===== src/rtl/tcb_unaligned_splitter.sv =====
// Splits unaligned LSB-aligned TCB manager transfers into word-aligned, byte-enabled subordinate transfers.
// Latency: aligned 1 sub transfer; a word-crossing access takes 2 sub transfers; response 1 cycle after the manager transfer.
// Backpressure: mgr_rdy_o follows sub_rdy_i combinationally, held low on the first half of a split.
//
// Ports:
//   clk_i, rst_i          clock, synchronous active-high reset
//   mgr_*_i / mgr_*_o     manager side: vld/rdy handshake, wen, adr (any alignment), siz (log2 bytes),
//                         wdt (LSB aligned) in; rdt (LSB aligned, zero above size), err out
//   sub_*_o / sub_*_i     subordinate side: vld/rdy handshake, wen, word adr, byte enables, lane-positioned wdt,
//                         lck (held on first half of a split) out; rdt, err in (valid 1 cycle after transfer)
module tcb_unaligned_splitter #(
  parameter  int unsigned ABW = 32,
  parameter  int unsigned DBW = 32,
  localparam int unsigned BEN = DBW / 8,
  localparam int unsigned OFW = $clog2(BEN),
  localparam int unsigned SZW = $clog2(OFW + 1)
) (
  input  logic           clk_i,
  input  logic           rst_i,
  // manager side
  input  logic           mgr_vld_i,
  output logic           mgr_rdy_o,
  input  logic           mgr_wen_i,
  input  logic [ABW-1:0] mgr_adr_i,
  input  logic [SZW-1:0] mgr_siz_i,
  input  logic [DBW-1:0] mgr_wdt_i,
  output logic [DBW-1:0] mgr_rdt_o,
  output logic           mgr_err_o,
  // subordinate side
  output logic           sub_vld_o,
  input  logic           sub_rdy_i,
  output logic           sub_wen_o,
  output logic [ABW-1:0] sub_adr_o,
  output logic [BEN-1:0] sub_byt_o,
  output logic [DBW-1:0] sub_wdt_o,
  output logic           sub_lck_o,
  input  logic [DBW-1:0] sub_rdt_i,
  input  logic           sub_err_i
);

  typedef enum logic {
    IDLE,
    SECOND
  } state_t;

  state_t           state_q;

  // first-half response capture
  logic             fst_q;
  logic [DBW-1:0]   buf_rdt_q;
  logic             buf_err_q;

  // response pipeline: shape of the manager transfer answered next cycle
  logic [OFW-1:0]   rsp_off_q;
  logic [SZW-1:0]   rsp_siz_q;
  logic             rsp_split_q;

  // request decode
  logic [OFW-1:0]   off;
  logic [OFW+1:0]   len;
  logic             split;
  logic [ABW-1:0]   adr_aln;
  logic [ABW-1:0]   adr_nxt;
  logic [2*BEN-1:0] ones_n;
  logic [2*BEN-1:0] byt2;
  logic [2*DBW-1:0] dat2;
  logic             mgr_rdy;
  logic             mgr_hs;
  logic             fst_hs;

  assign off     = mgr_adr_i[OFW-1:0];
  assign len     = (OFW+2)'(1) << mgr_siz_i;
  assign split   = ({2'b00, off} + len) > (OFW+2)'(BEN);
  assign adr_aln = {mgr_adr_i[ABW-1:OFW], {OFW{1'b0}}};
  assign adr_nxt = adr_aln + ABW'(BEN);

  always_comb begin
    ones_n = '0;
    for (int b = 0; b < 2*BEN; b++) begin
      ones_n[b] = (b < int'(len));
    end
  end

  // Shift into a double-width window: the low half is the current word,
  // the high half is what spills into the next word.
  assign byt2 = ones_n << off;
  assign dat2 = {{DBW{1'b0}}, mgr_wdt_i} << {off, 3'b000};

  always_comb begin
    sub_vld_o = 1'b0;
    mgr_rdy   = 1'b0;
    sub_adr_o = adr_aln;
    sub_byt_o = byt2[BEN-1:0];
    sub_wdt_o = dat2[DBW-1:0];
    sub_lck_o = 1'b0;
    if (!rst_i) begin
      case (state_q)
        IDLE: begin
          sub_vld_o = mgr_vld_i;
          sub_lck_o = mgr_vld_i & split;
          mgr_rdy   = split ? 1'b0 : sub_rdy_i;
        end
        SECOND: begin
          // manager keeps its request stable until mgr_rdy, so the second half is always valid
          sub_vld_o = 1'b1;
          sub_adr_o = adr_nxt;
          sub_byt_o = byt2[2*BEN-1:BEN];
          sub_wdt_o = dat2[2*DBW-1:DBW];
          mgr_rdy   = sub_rdy_i;
        end
        default: ;
      endcase
    end
  end

  assign sub_wen_o = mgr_wen_i;
  assign mgr_rdy_o = mgr_rdy;
  assign mgr_hs    = mgr_vld_i & mgr_rdy;
  assign fst_hs    = (state_q == IDLE) & mgr_vld_i & sub_rdy_i & split & ~rst_i;

  always_ff @(posedge clk_i) begin
    if (rst_i) begin
      state_q     <= IDLE;
      fst_q       <= 1'b0;
      buf_rdt_q   <= '0;
      buf_err_q   <= 1'b0;
      rsp_off_q   <= '0;
      rsp_siz_q   <= '0;
      rsp_split_q <= 1'b0;
    end else begin
      case (state_q)
        IDLE:    if (fst_hs) state_q <= SECOND;
        SECOND:  if (sub_rdy_i) state_q <= IDLE;
        default: state_q <= IDLE;
      endcase
      fst_q <= fst_hs;
      // the first-half response arrives the cycle after its transfer
      if (fst_q) begin
        buf_rdt_q <= sub_rdt_i;
        buf_err_q <= sub_err_i;
      end
      if (mgr_hs) begin
        rsp_off_q   <= off;
        rsp_siz_q   <= mgr_siz_i;
        rsp_split_q <= (state_q == SECOND);
      end
    end
  end

  // response merge
  logic [2*DBW-1:0] rsp_src;
  logic [2*DBW-1:0] rsp_shf;
  logic [OFW+1:0]   rsp_len;

  assign rsp_src = rsp_split_q ? {sub_rdt_i, buf_rdt_q} : {{DBW{1'b0}}, sub_rdt_i};
  assign rsp_shf = rsp_src >> {rsp_off_q, 3'b000};
  assign rsp_len = (OFW+2)'(1) << rsp_siz_q;

  always_comb begin
    mgr_rdt_o = '0;
    for (int b = 0; b < BEN; b++) begin
      if (b < int'(rsp_len)) mgr_rdt_o[8*b +: 8] = rsp_shf[8*b +: 8];
    end
  end

  assign mgr_err_o = sub_err_i | (rsp_split_q & buf_err_q);

endmodule

===== config.mk =====
export PLATFORM = sky130hd
export DESIGN_NAME = tcb_unaligned_splitter
export DESIGN_NICKNAME = d
export VERILOG_FILES = /design/src/rtl/tcb_unaligned_splitter.sv
export SDC_FILE = /design/constraint.sdc
export NUM_CORES = 1
export LEC_CHECK = 0
export ABC_AREA = 1
export CAP_MARGIN = 5
export CORE_MARGIN = 2
export CORE_UTILIZATION = 44
export CTS_BUF_LIST = sky130_fd_sc_hd__clkbuf_4 sky130_fd_sc_hd__clkbuf_8
export CTS_CLUSTER_SIZE = 20
export DETAILED_ROUTE_END_ITERATION = 8
export GPL_ROUTABILITY_DRIVEN = 1
export PLACE_DENSITY = 0.84
export SLEW_MARGIN = 20
export SYNTH_ARGS = -nofsm -noshare
export SYNTH_HDL_FRONTEND = slang
export SYNTH_SLANG_ARGS = --single-unit
export TNS_END_PERCENT = 50

===== constraint.sdc =====
create_clock -name clk_i -period 3.5 [get_ports clk_i]
set_input_delay 0.875 -clock clk_i [delete_from_list [all_inputs] [get_ports clk_i]]
set_output_delay 0.875 -clock clk_i [all_outputs]
set_load 0.005 [all_outputs]

# After elaboration in Yosys (flattened, before gate mapping)
# Cells that the tools add are included.
# op_classes
add_sub_neg	2
n_shift	5
bitwise	10
magnitude_cmp	13
n_mux	21
# op_table
operator	count
$mux W32	4
$mux W64	1
$shl A32 B5 Y64	1
$shr A64 B5 Y32	1
$add A32 B3 Y32 const B	1
$mux W8	4
$lt A1 B4 Y1 const A	4
$lt A2 B4 Y1 const A	4
$lt A3 B4 Y1 const A	4
$mux W4	2
$shl A1 B2 Y4 const A	2
$shl A8 B2 Y8	1
$and A1 B1 Y1	7
$mux W1	7
$pmux W1 S2	3
$add A2 B4 Y4	1
$gt A4 B3 Y1 const B	1
$not A1 Y1	2
$or A1 B1 Y1	1
# word_totals
elab_cells	58
ff_bits	40
in_bits	104
output_inout_bits	105

# Logic depth before layout (Yosys ltp)
# logic_depth
ltp_word	7
mapped_depth	14

# Worst setup path before layout
# OpenSTA, ideal clock, no wires.
# synth_timing
path_kind	input-to-output
start	input port mgr_siz_i[1]
end	output port sub_lck_o
slack_ns	0.413
required_time_ns	2.625
arrival_ns	2.212
path_buffers	1
stages	10
cell_sequence	buf_6 nor2_1 ha_1 inv_1 fa_1 nand2_1 o21ai_1 nand2_1 nand2_1 nor3_2
# synth_between
elab_chain_len	6
# synth_lines
element	line_no	text
start, declared	25	input logic [SZW-1:0] mgr_siz_i,
$shl A1 B2 Y4	72	assign len = (OFW+2)'(1) << mgr_siz_i;
$add A2 B4 Y4	73	assign split = ({2'b00, off} + len) > (OFW+2)'(BEN);
$gt A4 B3 Y1	73	
$and A1 B1 Y1	100	sub_lck_o = mgr_vld_i & split;
$mux W1	97	case (state_q)
$mux W1	96	if (!rst_i) begin
end, declared	36	output logic sub_lck_o,
# Every way passes these cells.

# Worst setup path after layout
# layout_timing
start	input port mgr_adr_i[1]
end	output port sub_wdt_o[12]
# layout_between
elab_chain_len	3
# layout_lines
element	line_no	text
start, declared	24	input logic [ABW-1:0] mgr_adr_i,
$shl A32 B5 Y64 (*)	87	assign dat2 = {{DBW{1'b0}}, mgr_wdt_i} << {off, 3'b000};
$mux W32	97	
$mux W32 (*)	96	
end, declared	35	output logic [DBW-1:0] sub_wdt_o,
# Mark *: on every way between the ends. The rest lies on a longest branch, timed or not.

==> results by group <==
Power and ir drop
  • Peak supply drop: 157 uV
  • Power consumption: 1.63 mW
  • PD cells: 213 mW/mm^2
  • Pleak: 3.65 nW

Floorplan
  • Core area: 0.0103 sq mm
  • Die span in x: 107 microns
  • Die ar.: 0.0114 sq mm
  • Die Height: 107 microns
  • I/O pin count: 209
  • Std-Cell Rows: 37
  • Initial Utilization: 45.2%

Setup path
  • Worst-path maximum fanout: 22
  • Crit Path Class: in2out
  • Worst Path Required: 2.62 ns
  • Startpoint Class: input port
  • Worst Path Arrival: 2.61 ns
  • Capturing element type of the critical path: output pin

Global routing
  • Largest net degree at the start of global routing: 48
  • Number of antenna violations at the first check in global routing: 2
  • GRT Util Overall: 31.1%
  • GRT overflow: 0
  • Vias in the first global route: 6030
  • First-pass GRT wire length: 29000 microns

Placement
  • Final HPWL DP: 13700 microns
  • Pre-CTS setup slack: -0.528 ns
  • Placed cell count: 1198
  • GP Congestion: 0.957
  • Input/output buffers: 204
  • Post-DP Area: 0.00723 sq mm

Timing
  • Tmin final: 3.49 ns
  • Worst clock skew: 0.00555 ns
  • Period utilization: 99.6%
  • RSZ-0062 raised after global routing: yes
  • Final Hold Fails: 0
  • Final setup fails: 0
  • Worst Slack Setup Final: 0.0144 ns
  • Headroom to the max-slew limit: 48.1%
  • Fmax achieved: 287 MHz
  • Fin. max-slew vios: 0
  • Hold slack: 0.503 ns
  • Worst-Margin Slew: 0.777 ns

Clock tree
  • Clock Root Buffer: clkbuf_8
  • H-tree depth: 2
  • CTS clk-pin slew, worst paths: 0.08 ns
  • Total clock buffers created by CTS: 5
  • Num Clock Sinks: 40
  • Skew-Pair Late Insertion Delay: 0.31 ns
  • CTS Buffer Depth: 2
  • CTS tree: yes

Cells and area
  • Finished Layout Cells: 1225
  • Area growth syn-to-layout: 65.1%
  • Nets@finish: 1194
  • Final instance area: 0.00767 sq mm
  • Share of cells above drive strength 1: 16.4%

Logic synthesis
  • Post-synthesis sequential area ratio: 17.2%
  • Most used DFF post-synth: dfxtp_1
  • Mapped Cells: 827
  • Synth Cell Area: 0.00464 sq mm
  • Seq cells post-synth: 40
  • Syn. warnings: 0
  • EDFF count, synth: 0
  • Synthesized area per cell: 5.61 sq um
  • Synth cell types: 42
  • Asr flop ratio synth: 0%

Min path
  • HP Class: reg2reg

Outcome
  • Status: complete, no violations

Routing
  • Routed len/inst: 15.3 microns
  • Via-per-instance ratio: 5.45
  • DRC errors left: 0
  • First-iteration detailed-routing DRC count: 509
  • DRT Wirelength: 18700 microns
  • First-pass DRT Iterations: 6
  • Post-DRT Antenna Nets: 0
  • Via count: 6678

Run
  • Maxcap violations: 0
## kinds of logic after synthesis
logic type               after synthesis  share of synthesized area, %
multiplexers                           9                          1.94
buffers and inverters                145                          12.9
other                                  1                        0.0808
AO/OA/AOI/OAI                        231                          26.9
XOR/XNOR                              20                          3.77
adder cells (fa/ha/maj)                4                          1.24
flip-flops                            40                          17.2
AND/OR/NAND/NOR                      377                          35.9
## final cells by class
type,instances,area [sq um]
fillers,818,2610
clock buffers,5,68.8
inverters,90,343
well taps,136,170
repair buffers,306,2820
clock inverters,3,42.5
flip-flops and latches,40,802
diodes,2,5.00
multi-input cells,643,3410
## metal layers
metal  GRT usage [%]  routed length (microns)  vias to the layer above
met3            3.47                     1470                       65
met5               0                        0                        -
li1                -                        -                     3276
met2            51.2                     8970                      358
met1            40.9                     7460                     2979
met4            14.0                      834                        0
## path summary, 6_finish.rpt
path	endpoint	slack [ns]	cells past startpoint	startpoint
hold / removal	buf_rdt_q[26]$_SDFFE_PP0P_	0.50	2	buf_rdt_q[26]$_SDFFE_PP0P_
setup reg to reg	buf_rdt_q[5]$_SDFFE_PP0P_	1.95	4	fst_q$_SDFF_PP0_
setup / recovery	sub_wdt_o[12]	0.01	7	mgr_adr_i[1]
hold reg to reg	buf_rdt_q[26]$_SDFFE_PP0P_	0.50	2	buf_rdt_q[26]$_SDFFE_PP0P_
## registers in the layout, indices dropped and copies added, names as in the netlist
register and flops:
buf_err_q 1, buf_rdt_q 32, fst_q 1, rsp_off_q 2, rsp_siz_q 2, rsp_split_q 1, state_q 1
## per-stage QoR
stage,util (%),TNS (ns)
6_report,74.6,0
5_1_grt,74.6,-0.138
4_1_cts,73.3,-0.0148
3_5_place_dp,70.4,-7.16
3_3_place_gp,70.4,-6.31
2_1_floorplan,-,0
## cell usage in the layout, fill, tap and decap left out, types with 14 or more instances in the layout
| cell type | Yosys | final |
|---|---|---|
| a21oi_1 | 35 | 35 |
| dlygate4sd2_1 | 0 | 32 |
| dfxtp_1 | 40 | 39 |
| clkdlybuf4s50_1 | 0 | 147 |
| dlymetal6s2s_1 | 0 | 19 |
| buf_4 | 6 | 97 |
| o21ai_0 | 144 | 138 |
| nor2_1 | 94 | 84 |
| inv_1 | 83 | 81 |
| nand3_1 | 49 | 49 |
| o22ai_1 | 24 | 23 |
| nand2_2 | 3 | 14 |
| nand4_1 | 20 | 20 |
| nand2_1 | 183 | 170 |
## cells in the mapped netlist (2+ instances only)
cell type	n	area [sq um]
nand2_2	3	18.8
o22ai_1	24	150
o21ai_0	144	721
nor2_4	3	33.8
nand2_4	2	22.5
o21bai_1	3	22.5
nor2_1	94	353
dfxtp_1	40	801
ha_1	3	37.5
nand4_1	20	125
nand3_2	2	20.0
nor3_1	8	40.0
inv_1	83	312
a21oi_1	35	175
xor2_1	12	105
mux2i_1	9	90.1
a22oi_1	8	60.1
nor2_2	7	43.8
xnor2_1	8	70.1
clkbuf_1	26	97.6
nor3_4	2	32.5
inv_2	6	22.5
nand2_1	183	687
o21ai_1	3	15.0
o211ai_1	10	75.1
buf_1	4	15.0
nand3_1	49	245
buf_4	6	45.0
buf_2	17	85.1
## critical path: stages
cell	delay, ns
clkdlybuf4s50_1	0.51
inv_2	0.07
buf_6	0.17
nor2_4	0.15
inv_2	0.11
o22ai_1	0.19
clkdlybuf4s50_1	0.54
## power by group
| part | switching [mW] | total (mW) | leakage (nW) | internal, mW |
|---|---|---|---|---|
| sequential | 0.00978 | 0.486 | 0.326 | 0.476 |
| combinational | 0.373 | 0.756 | 3.27 | 0.383 |
| clock | 0.181 | 0.392 | 0.0542 | 0.211 |
## repair_timing
item,CTS,global route
buffers inserted,15,2
pin swaps,24,9
resized for setup,79,46
setup endpoints to repair,63,57
hold endpoints to repair,0,0
hold buffers,0,0
Power figures use the tool's default switching activity.
